**src/rtl/control_sequencer_if.sv**
```systemverilog
// Instruction request and control-word bundle between the sequencer and its datapath.
// The slave side is the sequencer; the master side issues instructions and consumes enables.
interface control_sequencer_if #(
    parameter int unsigned DATA_W = 16,
    parameter int unsigned NREG   = 8
);
    logic              new_instr;
    logic [DATA_W-1:0] instr;
    logic [NREG-1:0]   rin;
    logic [NREG-1:0]   rout;
    logic              gin;
    logic              gout;
    logic              a_in;
    logic              pcin;
    logic              pcout;
    logic              addsub;
    logic              xorctrl;
    logic              ctrl_out;
    logic [DATA_W-1:0] out;
    logic              busy;
    logic              done;
    logic              illegal;

    modport master (
        output new_instr, instr,
        input  rin, rout, gin, gout, a_in, pcin, pcout, addsub, xorctrl,
        input  ctrl_out, out, busy, done, illegal
    );

    modport slave (
        input  new_instr, instr,
        output rin, rout, gin, gout, a_in, pcin, pcout, addsub, xorctrl,
        output ctrl_out, out, busy, done, illegal
    );
endinterface

```
**src/rtl/control_sequencer.sv**
```systemverilog
// Multi-cycle control sequencer: latches an instruction into IR and steps IDLE/T1/T2/T3,
// decoding register, ALU and PC enables from the registered state and IR only.
module control_sequencer #(
    parameter int unsigned DATA_W = 16,
    parameter int unsigned NREG   = 8
) (
    input logic                clk,
    input logic                rst,
    control_sequencer_if.slave bus
);
    typedef enum logic [1:0] {StIdle, StT1, StT2, StT3} state_e;

    localparam logic [3:0] OpLoad   = 4'h0;
    localparam logic [3:0] OpMove   = 4'h1;
    localparam logic [3:0] OpAdd    = 4'h2;
    localparam logic [3:0] OpSub    = 4'h3;
    localparam logic [3:0] OpXor    = 4'h4;
    localparam logic [3:0] OpLdpc   = 4'h5;
    localparam logic [3:0] OpBranch = 4'h6;

    state_e            state_q, state_d;
    logic [DATA_W-1:0] ir_q;
    logic [3:0]        op, rx, ry;
    logic [DATA_W-1:0] imm;
    logic              is_alu, uses_ry, legal, accept;
    logic              rin_en, rout_en;
    logic [3:0]        rin_idx, rout_idx;
    logic [NREG-1:0]   rin, rout;
    logic              gin, gout, a_in, pcin, pcout, addsub, xorctrl, ctrl_out, done, illegal;

    assign op  = ir_q[DATA_W-1 -: 4];
    assign rx  = ir_q[DATA_W-5 -: 4];
    assign ry  = ir_q[DATA_W-9 -: 4];
    assign imm = {{8{1'b0}}, ir_q[DATA_W-9:0]};

    assign is_alu  = (op == OpAdd) || (op == OpSub) || (op == OpXor);
    assign uses_ry = is_alu || (op == OpMove);
    assign legal   = (op <= OpBranch) && (32'(rx) < NREG) && (!uses_ry || (32'(ry) < NREG));

    // Control word: everything is decoded from state_q/ir_q, so reset to IDLE clears it at once.
    always_comb begin
        rin_en   = 1'b0;
        rin_idx  = rx;
        rout_en  = 1'b0;
        rout_idx = rx;
        gin      = 1'b0;
        gout     = 1'b0;
        a_in     = 1'b0;
        pcin     = 1'b0;
        pcout    = 1'b0;
        addsub   = 1'b0;
        xorctrl  = 1'b0;
        ctrl_out = 1'b0;
        done     = 1'b0;
        illegal  = 1'b0;
        unique case (state_q)
            StT1: begin
                if (!legal) begin
                    illegal = 1'b1;
                    done    = 1'b1;
                end else if (is_alu) begin
                    rout_en = 1'b1;
                    a_in    = 1'b1;
                end else begin
                    done = 1'b1;
                    case (op)
                        OpLoad: begin
                            ctrl_out = 1'b1;
                            rin_en   = 1'b1;
                        end
                        OpMove: begin
                            rout_en  = 1'b1;
                            rout_idx = ry;
                            rin_en   = 1'b1;
                        end
                        OpLdpc: begin
                            pcout  = 1'b1;
                            rin_en = 1'b1;
                        end
                        OpBranch: begin
                            rout_en = 1'b1;
                            pcin    = 1'b1;
                        end
                        default: ;
                    endcase
                end
            end
            StT2: begin
                rout_en  = 1'b1;
                rout_idx = ry;
                gin      = 1'b1;
                addsub   = (op == OpSub);
                xorctrl  = (op == OpXor);
            end
            StT3: begin
                gout   = 1'b1;
                rin_en = 1'b1;
                done   = 1'b1;
            end
            default: ;
        endcase
    end

    always_comb begin
        rin  = '0;
        rout = '0;
        for (int unsigned i = 0; i < NREG; i++) begin
            rin[i]  = rin_en && (32'(rin_idx) == i);
            rout[i] = rout_en && (32'(rout_idx) == i);
        end
    end

    // Accepting in a done cycle gives zero-bubble back-to-back issue.
    assign accept = bus.new_instr && ((state_q == StIdle) || done);

    always_comb begin
        state_d = state_q;
        if (accept) begin
            state_d = StT1;
        end else begin
            unique case (state_q)
                StIdle: state_d = StIdle;
                StT1:   state_d = done ? StIdle : StT2;
                StT2:   state_d = StT3;
                StT3:   state_d = StIdle;
                default: state_d = StIdle;
            endcase
        end
    end

    always_ff @(posedge clk or negedge rst) begin
        if (!rst) begin
            state_q <= StIdle;
            ir_q    <= '0;
        end else begin
            state_q <= state_d;
            if (accept) begin
                ir_q <= bus.instr;
            end
        end
    end

    assign bus.rin      = rin;
    assign bus.rout     = rout;
    assign bus.gin      = gin;
    assign bus.gout     = gout;
    assign bus.a_in     = a_in;
    assign bus.pcin     = pcin;
    assign bus.pcout    = pcout;
    assign bus.addsub   = addsub;
    assign bus.xorctrl  = xorctrl;
    assign bus.ctrl_out = ctrl_out;
    assign bus.out      = ctrl_out ? imm : '0;
    assign bus.busy     = (state_q != StIdle);
    assign bus.done     = done;
    assign bus.illegal  = illegal;
endmodule

```
**src/flat_wrapper.sv**
```systemverilog
// flat-port wrapper written by rule: the top's interface ports become plain ports
module control_sequencer_flat 
#(
    parameter int unsigned DATA_W = 16,
    parameter int unsigned NREG   = 8
)
  (clk, rst, bus_new_instr, bus_instr, bus_rin, bus_rout, bus_gin, bus_gout, bus_a_in, bus_pcin, bus_pcout, bus_addsub, bus_xorctrl, bus_ctrl_out, bus_out, bus_busy, bus_done, bus_illegal);
  control_sequencer_if #(.DATA_W(DATA_W), .NREG(NREG)) bus_i ();
  input logic clk;
  input logic rst;
  input wire logic [$bits(bus_i.new_instr)-1:0] bus_new_instr;
  input wire logic [$bits(bus_i.instr)-1:0] bus_instr;
  output wire logic [$bits(bus_i.rin)-1:0] bus_rin;
  output wire logic [$bits(bus_i.rout)-1:0] bus_rout;
  output wire logic [$bits(bus_i.gin)-1:0] bus_gin;
  output wire logic [$bits(bus_i.gout)-1:0] bus_gout;
  output wire logic [$bits(bus_i.a_in)-1:0] bus_a_in;
  output wire logic [$bits(bus_i.pcin)-1:0] bus_pcin;
  output wire logic [$bits(bus_i.pcout)-1:0] bus_pcout;
  output wire logic [$bits(bus_i.addsub)-1:0] bus_addsub;
  output wire logic [$bits(bus_i.xorctrl)-1:0] bus_xorctrl;
  output wire logic [$bits(bus_i.ctrl_out)-1:0] bus_ctrl_out;
  output wire logic [$bits(bus_i.out)-1:0] bus_out;
  output wire logic [$bits(bus_i.busy)-1:0] bus_busy;
  output wire logic [$bits(bus_i.done)-1:0] bus_done;
  output wire logic [$bits(bus_i.illegal)-1:0] bus_illegal;
  assign bus_i.new_instr = bus_new_instr;
  assign bus_i.instr = bus_instr;
  assign bus_rin = bus_i.rin;
  assign bus_rout = bus_i.rout;
  assign bus_gin = bus_i.gin;
  assign bus_gout = bus_i.gout;
  assign bus_a_in = bus_i.a_in;
  assign bus_pcin = bus_i.pcin;
  assign bus_pcout = bus_i.pcout;
  assign bus_addsub = bus_i.addsub;
  assign bus_xorctrl = bus_i.xorctrl;
  assign bus_ctrl_out = bus_i.ctrl_out;
  assign bus_out = bus_i.out;
  assign bus_busy = bus_i.busy;
  assign bus_done = bus_i.done;
  assign bus_illegal = bus_i.illegal;
  control_sequencer #(.DATA_W(DATA_W), .NREG(NREG)) u_core (.clk(clk), .rst(rst), .bus(bus_i));
endmodule
```
**config.mk**
```make
export PLATFORM = sky130hd
export DESIGN_NAME = control_sequencer_flat
export DESIGN_NICKNAME = d
export VERILOG_FILES = /design/src/rtl/control_sequencer_if.sv /design/src/rtl/control_sequencer.sv /design/src/flat_wrapper.sv
export SDC_FILE = /design/constraint.sdc
export NUM_CORES = 1
export LEC_CHECK = 0
export CORE_UTILIZATION = 38
export CTS_CLUSTER_SIZE = 8
export DETAILED_ROUTE_END_ITERATION = 16
export PLACE_DENSITY = 0.84
export RECOVER_POWER = 100
export REMOVE_ABC_BUFFERS = 1
export SYNTH_ARGS = -nofsm -noshare
export SYNTH_HDL_FRONTEND = slang
export SYNTH_SLANG_ARGS = --single-unit
export TNS_END_PERCENT = 5
```
**constraint.sdc**
```tcl
create_clock -name clk -period 2 [get_ports clk]
set_clock_uncertainty 0.1 [all_clocks]
set_input_delay 0.2 -clock clk [delete_from_list [all_inputs] [get_ports clk]]
set_output_delay 0.2 -clock clk [all_outputs]
set_load 0.03 [all_outputs]
```
==> impl_metrics.toml <==
[pwr]
p_seq_share_pct = 22.4
switching_power_mw = 1.558
comb_power_share_pct = 72.2
p_sw_share_pct = 46.06
clockPowerShare_pct = 5.3
power_density_mw_per_mm2 = 1429
internal_power_mw = 1.824
p_leak_nw = 1.097
ir_worst_vdd_mv = 0.8436

[worst_setup_path]
cp.arrival_ns = 2.42
reg2reg_setup_slack_ns = -0.21
crit_start = "u_core.state_q[0]"
critPathKind = "register to output port"
r2r_end = "u_core.ir_q[3]"
r2r_cells = 8
cp-start-kind = "register"
required_ns = 1.70
worstPathMaxFanout = 4
end_kind = "output port"
crit_end = "bus_rin[7]"
crit-reg2reg-launch = "u_core.state_q[0]"

[status]
violations = "setup timing"
status = "finished with violations"

[detailed_routing]
first_pass_iters = 4
ant_nets = 0
drc_errors = 0
via_per_inst = 5.305
vias = 1480
wirelength_um = 4332
wl_per_cell_um = 15.53
initialDrtViolationCount = 19

[synth]
synthArstFlopShare_pct = 100.0
synth_cells = 149
synth_ff_type = "dfrtp_1"
synth_edf_count = 0
yosysSeqAreaShare_pct = 32.61
syn_avg_cell_area_um2 = 9.271
ys_types = 41
post_synth_instance_area_mm2 = 0.001381
ys_warn_count = 0
synth_seq_cells = 18

[floorplanning]
start_util_pct = 40.44
die_w_um = 62.29
die_y_um = 62.29
row_count = 21
die_area_mm2 = 0.003880
core_area_mm2 = 0.003416
ios = 62

[sta]
final.period_utilization_pct = 135.9
period_minus_slack_ns = 2.719
finalHoldViolCount = 0
clock.fmax_ghz = 0.3678
tightest_slew_ns = 1.028
setup_viol = 49
slew_violations = 0
relSlewSlack_pct = 31.50
setup_ws_ns = -0.7189
finalSetupTns_ns = -19.79
hold_slack_ns = 0.3924
rsz0062_at_grt = "true"

[finish]
fin_nets = 259
drive_above_1_share_pct = 48.93
diodes = 0
final_area_mm2 = 0.002367
syn2layout_area_growth_pct = 71.38
layout_commonest_cell = "buf_4"
layout_common_cells = "buf_4 (50), clkdlybuf4s50_1 (17), buf_6 (17), dfrtp_1 (17), mux2_4 (11)"
fillerInstances = 256

[global_routing]
grtUsageTotal_pct = 20.63
grt_pass1_wl_um = 6548
overflow = 0
antenna_found_initial = 0
grt_max_degree = 19
grt_pass1_vias = 1422

[cts]
clkTransAtPathRegs_ns = 0.10
cts_root_buffer = "clkbuf_4"
cts_hold_buf = 0
clk_latency_ns = 0.30
cts_sinks = 18
cts-htree-levels = 1
clk_path_buf_depth = 2
cts_buffers = 3
cts_tree = "built"

[place]
place_area_mm2 = 0.002052
globalplace.congestion = 0.8630
hpwlAfterDp_um = 2773
dp_slack_ns = -0.3880
numPortBuffers = 53

[run]
drv_cap = 0

[hold_path]
min_path_type = "input pin to register"
-- synth_stat cells (all sizes together) (2+ instances only) --
| library cell | instances | area share, % |
|---|---|---|
| dfrtp | 18 | 33 |
| mux2 | 18 | 15 |
| buf | 14 | 8.1 |
| nor2 | 11 | 3.0 |
| inv | 10 | 2.7 |
| nor3 | 10 | 3.6 |
| and2 | 8 | 3.6 |
| nand3 | 7 | 2.5 |
| ha | 5 | 4.5 |
| nand2 | 5 | 1.4 |
| nand2b | 5 | 2.3 |
| and3 | 4 | 1.8 |
| o21ai | 4 | 1.4 |
| a311oi | 3 | 3.3 |
| nor4 | 3 | 1.4 |
| clkbuf | 2 | 0.54 |
| or2 | 2 | 1.1 |
| or3b | 2 | 1.3 |
-- cells by family (layout without fill, tap and decap cells) --
kind of cell,after synthesis,count (layout),share of synthesized area [%]
compound gates,16,16,10.05
fa+ha+maj,5,5,4.529
buf+inv,26,103,11.32
flops,18,18,32.61
mux,18,18,14.67
other cells,1,8,0.2715
simple gates,65,65,26.54
-- through the flow --
step	utilization, %	std cells	total power [mW]
4_1_cts	65.20	275	2.955
3_5_place_dp	60.07	271	2.616
3_3_place_gp	60.07	271	2.555
6_report	69.30	279	3.382
5_1_grt	69.30	279	3.571
2_1_floorplan	-	140	1.742
-- sequential cells by signal, summed over array words and instances, names as in the netlist --
| name | cells |
|---|---|
| u_core.state_q | 2 |
| u_core.ir_q | 16 |
-- how the worst min path moves through the flow --
stage | depth (start not counted) | startpoint | endpoint | slack, ns
global placement | 1 | u_core.ir_q[1] | u_core.ir_q[1] | 0.37
finish | 2 | bus_instr[4] | u_core.ir_q[4] | 0.39
CTS | 2 | rst | u_core.ir_q[13] | 0.13
floorplan | 0 | rst | u_core.ir_q[0] | -0.20
global route | 2 | bus_instr[4] | u_core.ir_q[4] | 0.40
detailed placement | 1 | u_core.ir_q[3] | u_core.ir_q[3] | 0.38
-- worst max-delay path, stage by stage, from the launching register on --
cell	delay, ns
dfrtp_1	0.46
ha_4	0.18
or4b_1	0.47
a31oi_1	0.18
a21oi_1	0.11
or3_4	0.38
nor3_2	0.14
buf_4	0.19
-- per-layer routing --
metal / wire length [um] / vias up / share of wire (%) / global-route usage (%)
met2: 2210 / 68 / 51 / 36.54
met5: 0 / - / 0 / 0
met3: 222 / 10 / 5.1 / 2.390
met4: 104 / 0 / 2.4 / 6.686
met1: 1793 / 725 / 41 / 25.95
li1: - / 677 / - / -
-- power by group through the flow --
stage	Combinational, mW	Sequential, mW	Clock, mW
after detailed placement	1.90	0.714	0
final	2.44	0.758	0.181
after CTS	2.06	0.717	0.179
after global placement	1.85	0.704	0
after floorplan	0.997	0.745	0
after global routing	2.60	0.774	0.196
-- timing repair --
item                       in CTS  in global routing
setup endpoints to repair      51                 50
gates resized for setup        39                 30
buffers inserted                1                  4
pin swaps                       9                  5
-- cell type report --
class                           instances  area (um^2)  area share (%)
Tap cell                               46        57.56           2.431
Inverter                               10        37.54           1.586
Multi-Input combinational cell        112         1013           42.81
Timing Repair Buffer                   90        784.5           33.14
Clock buffer                            3        22.52          0.9514
Sequential cell                        18        451.7           19.08
No activity file was read; power rests on OpenSTA's default activity.
